**config.mk**
```make
export PLATFORM = sky130hd
export DESIGN_NAME = instr_executor
export DESIGN_NICKNAME = d
export VERILOG_FILES = /design/src/rtl/instr_executor.sv
export SDC_FILE = /design/constraint.sdc
export NUM_CORES = 2
export LEC_CHECK = 0
export CORE_MARGIN = 1.5
export CORE_UTILIZATION = 35
export CTS_CLUSTER_SIZE = 28
export DETAILED_ROUTE_END_ITERATION = 7
export GPL_TIMING_DRIVEN = 1
export PLACE_DENSITY_LB_ADDON = 0.3
export SKIP_LAST_GASP = 1
export SLEW_MARGIN = 20
export SYNTH_ARGS = -nofsm -noshare
export SYNTH_HDL_FRONTEND = slang
export SYNTH_SLANG_ARGS = --single-unit
```
**constraint.sdc**
```tcl
create_clock -name clk -period 10 [get_ports clk]
set_clock_uncertainty 0.15 [all_clocks]
set_input_delay 2 -clock clk [delete_from_list [all_inputs] [get_ports clk]]
set_output_delay 2 -clock clk [all_outputs]
set_load 0.05 [all_outputs]
```
**src/rtl/instr_executor.sv**
```systemverilog
// Sequential instruction executor: fetches a wrapping range of instruction-register
// locations and streams one signed result per location. INSTR_EXEC_DIVMOD_EN enables DIV/MOD.

package instr_executor_pkg;
  localparam int unsigned ADDR_W = 5;
  localparam int unsigned OPC_W  = 4;
  localparam int unsigned OP_W   = 32;

  typedef logic [ADDR_W-1:0] address_t;

  typedef struct packed {
    logic [OPC_W-1:0]       opc;
    logic signed [OP_W-1:0] op_a;
    logic signed [OP_W-1:0] op_b;
  } instruction_t;

  typedef enum logic [OPC_W-1:0] {
    OPC_ZERO  = 4'd0,
    OPC_PASSA = 4'd1,
    OPC_PASSB = 4'd2,
    OPC_ADD   = 4'd3,
    OPC_SUB   = 4'd4,
    OPC_MULT  = 4'd5,
    OPC_DIV   = 4'd6,
    OPC_MOD   = 4'd7
  } opcode_e;
endpackage

module instr_executor
  import instr_executor_pkg::*;
#(
  parameter int unsigned RES_W = 64
) (
  input  logic                    clk,
  input  logic                    reset,
  input  logic                    start,
  input  address_t                first_ptr,
  input  address_t                last_ptr,
  output address_t                read_pointer,
  input  instruction_t            instruction_word,
  output logic                    res_valid,
  input  logic                    res_ready,
  output logic signed [RES_W-1:0] res_data,
  output address_t                res_addr,
  output logic                    res_err,
  output logic                    busy,
  output logic                    done
);

  typedef enum logic [2:0] {
    IDLE  = 3'd0,
    FETCH = 3'd1,
    EXEC  = 3'd2,
    OUT   = 3'd3,
    DONE  = 3'd4
  } state_e;

  state_e       state, state_next;
  address_t     ptr, ptr_next;
  address_t     end_ptr, end_ptr_next;
  instruction_t instr_q;

  logic signed [RES_W-1:0] a_ext, b_ext, calc_data;
  logic                    calc_err;

  // Next-state and range-pointer logic
  always_comb begin
    state_next   = state;
    ptr_next     = ptr;
    end_ptr_next = end_ptr;
    case (state)
      IDLE: begin
        if (start) begin
          ptr_next     = first_ptr;
          end_ptr_next = last_ptr;
          state_next   = FETCH;
        end
      end
      FETCH: state_next = EXEC;
      EXEC:  state_next = OUT;
      OUT: begin
        if (res_ready) begin
          if (ptr == end_ptr) begin
            state_next = DONE;
          end else begin
            ptr_next   = ptr + address_t'(1);
            state_next = FETCH;
          end
        end
      end
      DONE:    state_next = IDLE;
      default: state_next = IDLE;
    endcase
  end

  // Operands widened with sign so products and quotients cannot overflow
  assign a_ext = {{(RES_W-OP_W){instr_q.op_a[OP_W-1]}}, instr_q.op_a};
  assign b_ext = {{(RES_W-OP_W){instr_q.op_b[OP_W-1]}}, instr_q.op_b};

  // Result computation from the captured instruction
  always_comb begin
    calc_data = '0;
    calc_err  = 1'b0;
    case (instr_q.opc)
      OPC_ZERO:  calc_data = '0;
      OPC_PASSA: calc_data = a_ext;
      OPC_PASSB: calc_data = b_ext;
      OPC_ADD:   calc_data = a_ext + b_ext;
      OPC_SUB:   calc_data = a_ext - b_ext;
      OPC_MULT:  calc_data = a_ext * b_ext;
`ifdef INSTR_EXEC_DIVMOD_EN
      OPC_DIV: begin
        if (b_ext == '0) calc_err  = 1'b1;
        else             calc_data = a_ext / b_ext;
      end
      OPC_MOD: begin
        if (b_ext == '0) calc_err  = 1'b1;
        else             calc_data = a_ext % b_ext;
      end
`endif
      default:   calc_err = 1'b1;
    endcase
  end

  // State, datapath and registered outputs (status outputs follow the next state)
  always_ff @(posedge clk) begin
    if (reset) begin
      state        <= IDLE;
      ptr          <= '0;
      end_ptr      <= '0;
      instr_q      <= '0;
      read_pointer <= '0;
      res_valid    <= 1'b0;
      res_data     <= '0;
      res_addr     <= '0;
      res_err      <= 1'b0;
      busy         <= 1'b0;
      done         <= 1'b0;
    end else begin
      state     <= state_next;
      ptr       <= ptr_next;
      end_ptr   <= end_ptr_next;
      busy      <= (state_next != IDLE);
      res_valid <= (state_next == OUT);
      done      <= (state_next == DONE);
      if (state_next == FETCH) read_pointer <= ptr_next;
      if (state == FETCH)      instr_q      <= instruction_word;
      if (state == EXEC) begin
        res_data <= calc_data;
        res_addr <= ptr;
        res_err  <= calc_err;
      end
    end
  end

endmodule

```
=== After elaboration in Yosys (flattened, before gate mapping) ===
Cells that the tools add are included.

* Flip-flop bits (word level): 159
* Input bits: 82
* Logic and storage cells: 44
* Output and inout port bits: 78

* $add $sub $neg: 3
* Reductions and logical operators: 5
* Equal/unequal tests: 12
* Multipliers: 1
* Muxes and demuxes: 10

{| class="wikitable"
|+ Operator list
! kind !! number
|-
| $pmux W64 S5 || 1
|-
| $mul A32 B32 Y64 || 1
|-
| $add A32 B32 Y33 || 1
|-
| $sub A32 B32 Y33 || 1
|-
| $mux W5 || 3
|-
| $pmux W3 S4 || 1
|-
| $pmux W5 S2 || 1
|-
| $eq A3 B2 Y1 const B || 3
|-
| $mux W3 || 3
|-
| $eq A4 B2 Y1 const B || 2
|-
| $eq A4 B3 Y1 const B || 2
|-
| $eq A3 B1 Y1 const B || 2
|-
| $reduce_or A6 Y1 || 1
|-
| $add A5 B1 Y5 const B || 1
|-
| $eq A5 B5 Y1 || 1
|-
| $eq A4 B1 Y1 const B || 1
|-
| $logic_not A4 Y1 || 1
|-
| $eq A3 B3 Y1 const B || 1
|-
| $logic_not A3 Y1 || 1
|-
| $reduce_bool A3 Y1 || 1
|-
| $reduce_and A2 Y1 || 1
|-
| $mux W1 || 1
|}

=== Logic depth before layout (Yosys ltp) ===
* Depth in word-level cells: 5
* Gate-level depth with buffers: 28
* Depth with buffers taken out: 26

=== Least setup slack after synthesis ===
Ideal clock, no wire load.

* Path kind: flip-flop to flip-flop
* From: register instr_q (netlist bit b_ext[2])
* To: register res_data[63]
* Data required time: 9.728 ns
* Period minus slack after synthesis: 8.172 ns
* Path buffers: 3
* Arrival: 7.900 ns
* Cell stages (with the launch flop): 26
* Slack: 1.828 ns
* Cells stage by stage: dfxtp_1 -> clkbuf_1 -> clkbuf_1 -> nand2_1 -> inv_1 -> fa_1 -> fa_1 -> fa_1 -> fa_1 -> inv_1 -> fa_1 -> inv_1 -> fa_1 -> inv_1 -> fa_1 -> inv_1 -> fa_1 -> ha_1 -> clkbuf_1 -> nand4_1 -> or3_1 -> a311oi_2 -> nor2_2 -> o41ai_4 -> xnor2_1 -> a221o_1

* Longest elaborated chain between the ends: 2
* Elaborated cells on any way between the ends: 4

{| class="wikitable"
|+ RTL lines
! item !! RTL line !! text
|-
| start, declared || 61 || <nowiki>instruction_t instr_q;</nowiki>
|-
| start signal, assigned || 147 || <nowiki>if (state == FETCH) instr_q <= instruction_word;</nowiki>
|-
| $mul A32 B32 Y64, or another cell as far along || 110 || <nowiki>OPC_MULT: calc_data = a_ext * b_ext;</nowiki>
|-
| $pmux W64 S5 (*) || 104 || <nowiki>case (instr_q.opc)</nowiki>
|-
| end signal, assigned || 149 || <nowiki>res_data <= calc_data;</nowiki>
|-
| end, declared || 43 || <nowiki>output logic signed [RES_W-1:0] res_data,</nowiki>
|}

Mark *: on every way between the ends. The rest lies on a longest branch, timed or not.
A chain may end at the register's enable or synchronous reset.

=== Worst setup path after layout ===
* From: register instr_q (netlist bit a_ext[31])
* To: register res_data[60]

The elaborated chain is that of the path after synthesis.

==> results.json <==
{
  "status": "finished, final reports clean",
  "clock_latency_ps": 510,
  "drt-initial-drc-count": 3056,
  "grt_pass1_wl_um": 245600,
  "synth_top_area_cell": "fa_1",
  "grt_pass1_vias": 39176,
  "nets": 6635,
  "maxSlewHeadroom_pct": 25.84,
  "port-buffer-count": 159,
  "cp_max_fo": 14,
  "end_kind": "flip-flop",
  "vias": 36904,
  "critical_path.slowest_cell": "fa_1",
  "drcViolationCount": 0,
  "synth_edf_count": 0,
  "start_util_pct": 35.29,
  "hold_viol": 0,
  "die_h_um": 367.1,
  "cellPowerDensity_mw_per_mm2": 68.17,
  "cts_resized": 0,
  "setup_viol": 0,
  "crit_required_ps": 10230,
  "synth_ff_type": "dfxtp_1",
  "grt_usage_pct": 23.93,
  "synth-seq-cells": 159,
  "clock_path_buffers": 2,
  "drtAntennaViolNets": 0,
  "cp-start-kind": "flip-flop",
  "leakage_nw": 24.27,
  "worstPathCellList": "inv_1 -> nor2_1 -> fa_1 -> fa_1 -> fa_1 -> fa_1 -> inv_1 -> fa_1 -> inv_1 -> fa_1 -> inv_1 -> fa_1 -> inv_1 -> fa_1 -> ha_1 -> a21oi_1 -> o21bai_1 -> a21oi_1 -> nand2_1 -> o31ai_1 -> nor2_1 -> a311oi_1 -> or4_1 -> nand3_1",
  "hpwlAfterDp_um": 129100,
  "worst_hold_path.num_cells": 2,
  "worstRegToRegCells": 24,
  "syn_to_final_growth_pct": 8.979,
  "yosysUniqueCellTypes": 96,
  "synth.area.top_cells": "fa_1 47%, inv_1 8.4%, dfxtp_1 6.9%",
  "grt_max_degree": 70,
  "routed_wl_um": 157300,
  "fin_tns_setup_ps": 0,
  "gp_congestion": 0.9443,
  "max_stage_delay_ps": 960,
  "fillers": 13421,
  "cts_htree_levels": 4,
  "post-cts-setup-buffers": 0,
  "whs_ps": 307.3,
  "viasPerCell": 5.280,
  "cpMostUsedCell": "fa_1",
  "synth_seq_area_share_pct": 6.861,
  "synth_async_sr_flop_share_pct": 0,
  "place_area_sq_mm": 0.04994,
  "cts_buffers": 17,
  "yosysWarnings": 0,
  "die_w_um": 367.1,
  "drtPass1Iterations": 6,
  "yosysTopAreaCellShare_pct": 46.78,
  "drv_slew": 0,
  "total_power_mw": 3.446,
  "grt_setup_unrepaired": "false",
  "place_ws_ps": 830.0,
  "dp_cells": 6955,
  "synth_cells": 5237,
  "cts_tree": "built",
  "antenna_found_initial": 8,
  "clock_sinks": 159,
  "drv_cap": 0,
  "fin_cells": 6989,
  "dieArea_sq_mm": 0.1347,
  "final_area_sq_mm": 0.05056,
  "overflow": 0,
  "vdd.ir_drop.worst_v": 0.0001042,
  "final_layout_size_suffix_gt1_share_pct": 4.128,
  "synth_fp_nets": 6653,
  "synth_area_sq_mm": 0.04639,
  "ios": 160,
  "root_buffer": "clkbuf_16",
  "finalCriticalPeriod_ps": 9270,
  "fp-row-count": 133,
  "path_clk_slew_ps": 80,
  "layout_setup_ws_ps": 730.0,
  "period_share_pct": 92.70,
  "worstPathArrival_ps": 9500,
  "critical_path_class": "flip-flop to flip-flop",
  "fmaxAchievable_mhz": 107.9,
  "final_core_util_pct": 38.46,
  "avgSynthCellArea_sq_um": 8.858,
  "core-area_sq_mm": 0.1315,
  "ctsHoldBuffers": 0,
  "hp-class": "flip-flop to flip-flop",
  "worst_pin_slew_ps": 1112,
  "wire_per_inst_um": 22.51
}
-- synthesized netlist by cell type, types with 19 or more instances --
| master | n |
|---|---|
| fa_1 | 1084 |
| inv_1 | 1035 |
| nand2_1 | 729 |
| and2_1 | 472 |
| clkbuf_1 | 276 |
| ha_1 | 250 |
| a21oi_1 | 246 |
| nor2_1 | 168 |
| dfxtp_1 | 159 |
| o21ai_0 | 120 |
| xnor2_1 | 50 |
| a21o_1 | 47 |
| nor3_1 | 43 |
| nand3_1 | 31 |
| a221o_1 | 29 |
| a31oi_1 | 28 |
| nand2b_1 | 26 |
| nand4_1 | 24 |
| o211ai_1 | 23 |
| o21a_1 | 23 |
| xor2_1 | 22 |
| a211oi_1 | 21 |
| buf_2 | 20 |
| a222oi_1 | 19 |
-- cells by family (layout without fill, tap and decap cells) --
| kind of cell | Yosys count | count (layout) | share of synthesized area [%] |
|---|---|---|---|
| and+or+nand+nor | 1579 | 1579 | 16.46 |
| buffers and inverters | 1360 | 1355 | 11.15 |
| adders and majority gates | 1334 | 1334 | 53.52 |
| AOI/OAI and AO/OA | 727 | 727 | 10.51 |
| DFF | 159 | 159 | 6.861 |
| xor gates and xnor gates | 72 | 72 | 1.359 |
| muxes | 6 | 6 | 0.1402 |
| other | 0 | 2 | 0 |
-- flip-flops by register name, indices dropped and copies added, names as in the netlist --
| signal | cells |
|---|---|
| a_ext | 32 |
| b_ext | 32 |
| busy | 1 |
| done | 1 |
| end_ptr | 5 |
| instr_q | 4 |
| ptr | 5 |
| read_pointer | 5 |
| res_addr | 5 |
| res_data | 64 |
| res_err | 1 |
| res_valid | 1 |
| state | 3 |
-- final cells by class --
cell class / count / area (sq um) / area share (%)
Antenna cell: 2 / 5.005 / 0.009900
Clock buffer: 19 / 452.9 / 0.8959
Clock inverter: 13 / 161.4 / 0.3193
Inverter: 1037 / 3892 / 7.699
Multi-Input combinational cell: 3718 / 38070 / 75.30
Sequential cell: 159 / 3187 / 6.304
Tap cell: 1755 / 2196 / 4.343
Timing Repair Buffer: 286 / 2592 / 5.128
-- metal layers --
metal,global-route usage [%],vias up,wire (um)
met4,5.928,8,4161
met3,3.254,193,11010
met5,0,-,59
li1,-,15989,-
met1,33.78,19366,68970
met2,38.68,1348,73120
-- path summary, 6_finish.rpt --
| path | startpoint | to | slack (ps) |
|---|---|---|---|
| max | a_ext[31]$_SDFFE_PP0P_ | res_data[60]$_SDFFE_PP0P_ | 730 |
| min | res_data[8]$_SDFFE_PP0P_ | res_data[8]$_SDFFE_PP0P_ | 310 |
| max reg2reg | a_ext[31]$_SDFFE_PP0P_ | res_data[60]$_SDFFE_PP0P_ | 730 |
| min reg2reg | res_data[8]$_SDFFE_PP0P_ | res_data[8]$_SDFFE_PP0P_ | 310 |
-- critical path: cells and delay by family, from the launching register on --
kind	cells	cell delay, ps
AND/OR/NAND/NOR	5	930
buffers and inverters	5	1060
AO/OA/AOI/OAI	5	1320
adder cells (fa/ha/maj)	9	5060
flip-flops	1	590
-- power by group --
| group | total, mW | leakage [nW] | internal [mW] | switching (mW) |
|---|---|---|---|---|
| combinational | 1.93 | 22.7 | 0.659 | 1.27 |
| sequential | 0.749 | 1.29 | 0.664 | 0.0851 |
| clock | 0.767 | 0.297 | 0.391 | 0.376 |
-- placed cells by master, fill, tap and decap left out, types with 41 or more instances in the layout --
cell type        netlist  final
nor2_1               168    166
a21oi_1              246    246
nand2_1              729    728
xnor2_1               50     50
clkdlybuf4s50_1        0    158
dfxtp_1              159    156
o21ai_0              120    120
inv_1               1035   1035
fa_1                1084   1084
buf_4                 11    124
ha_1                 250    250
and2_1               472    471
a21o_1                47     47
nor3_1                43     41
(Power assumes the default switching activity.)
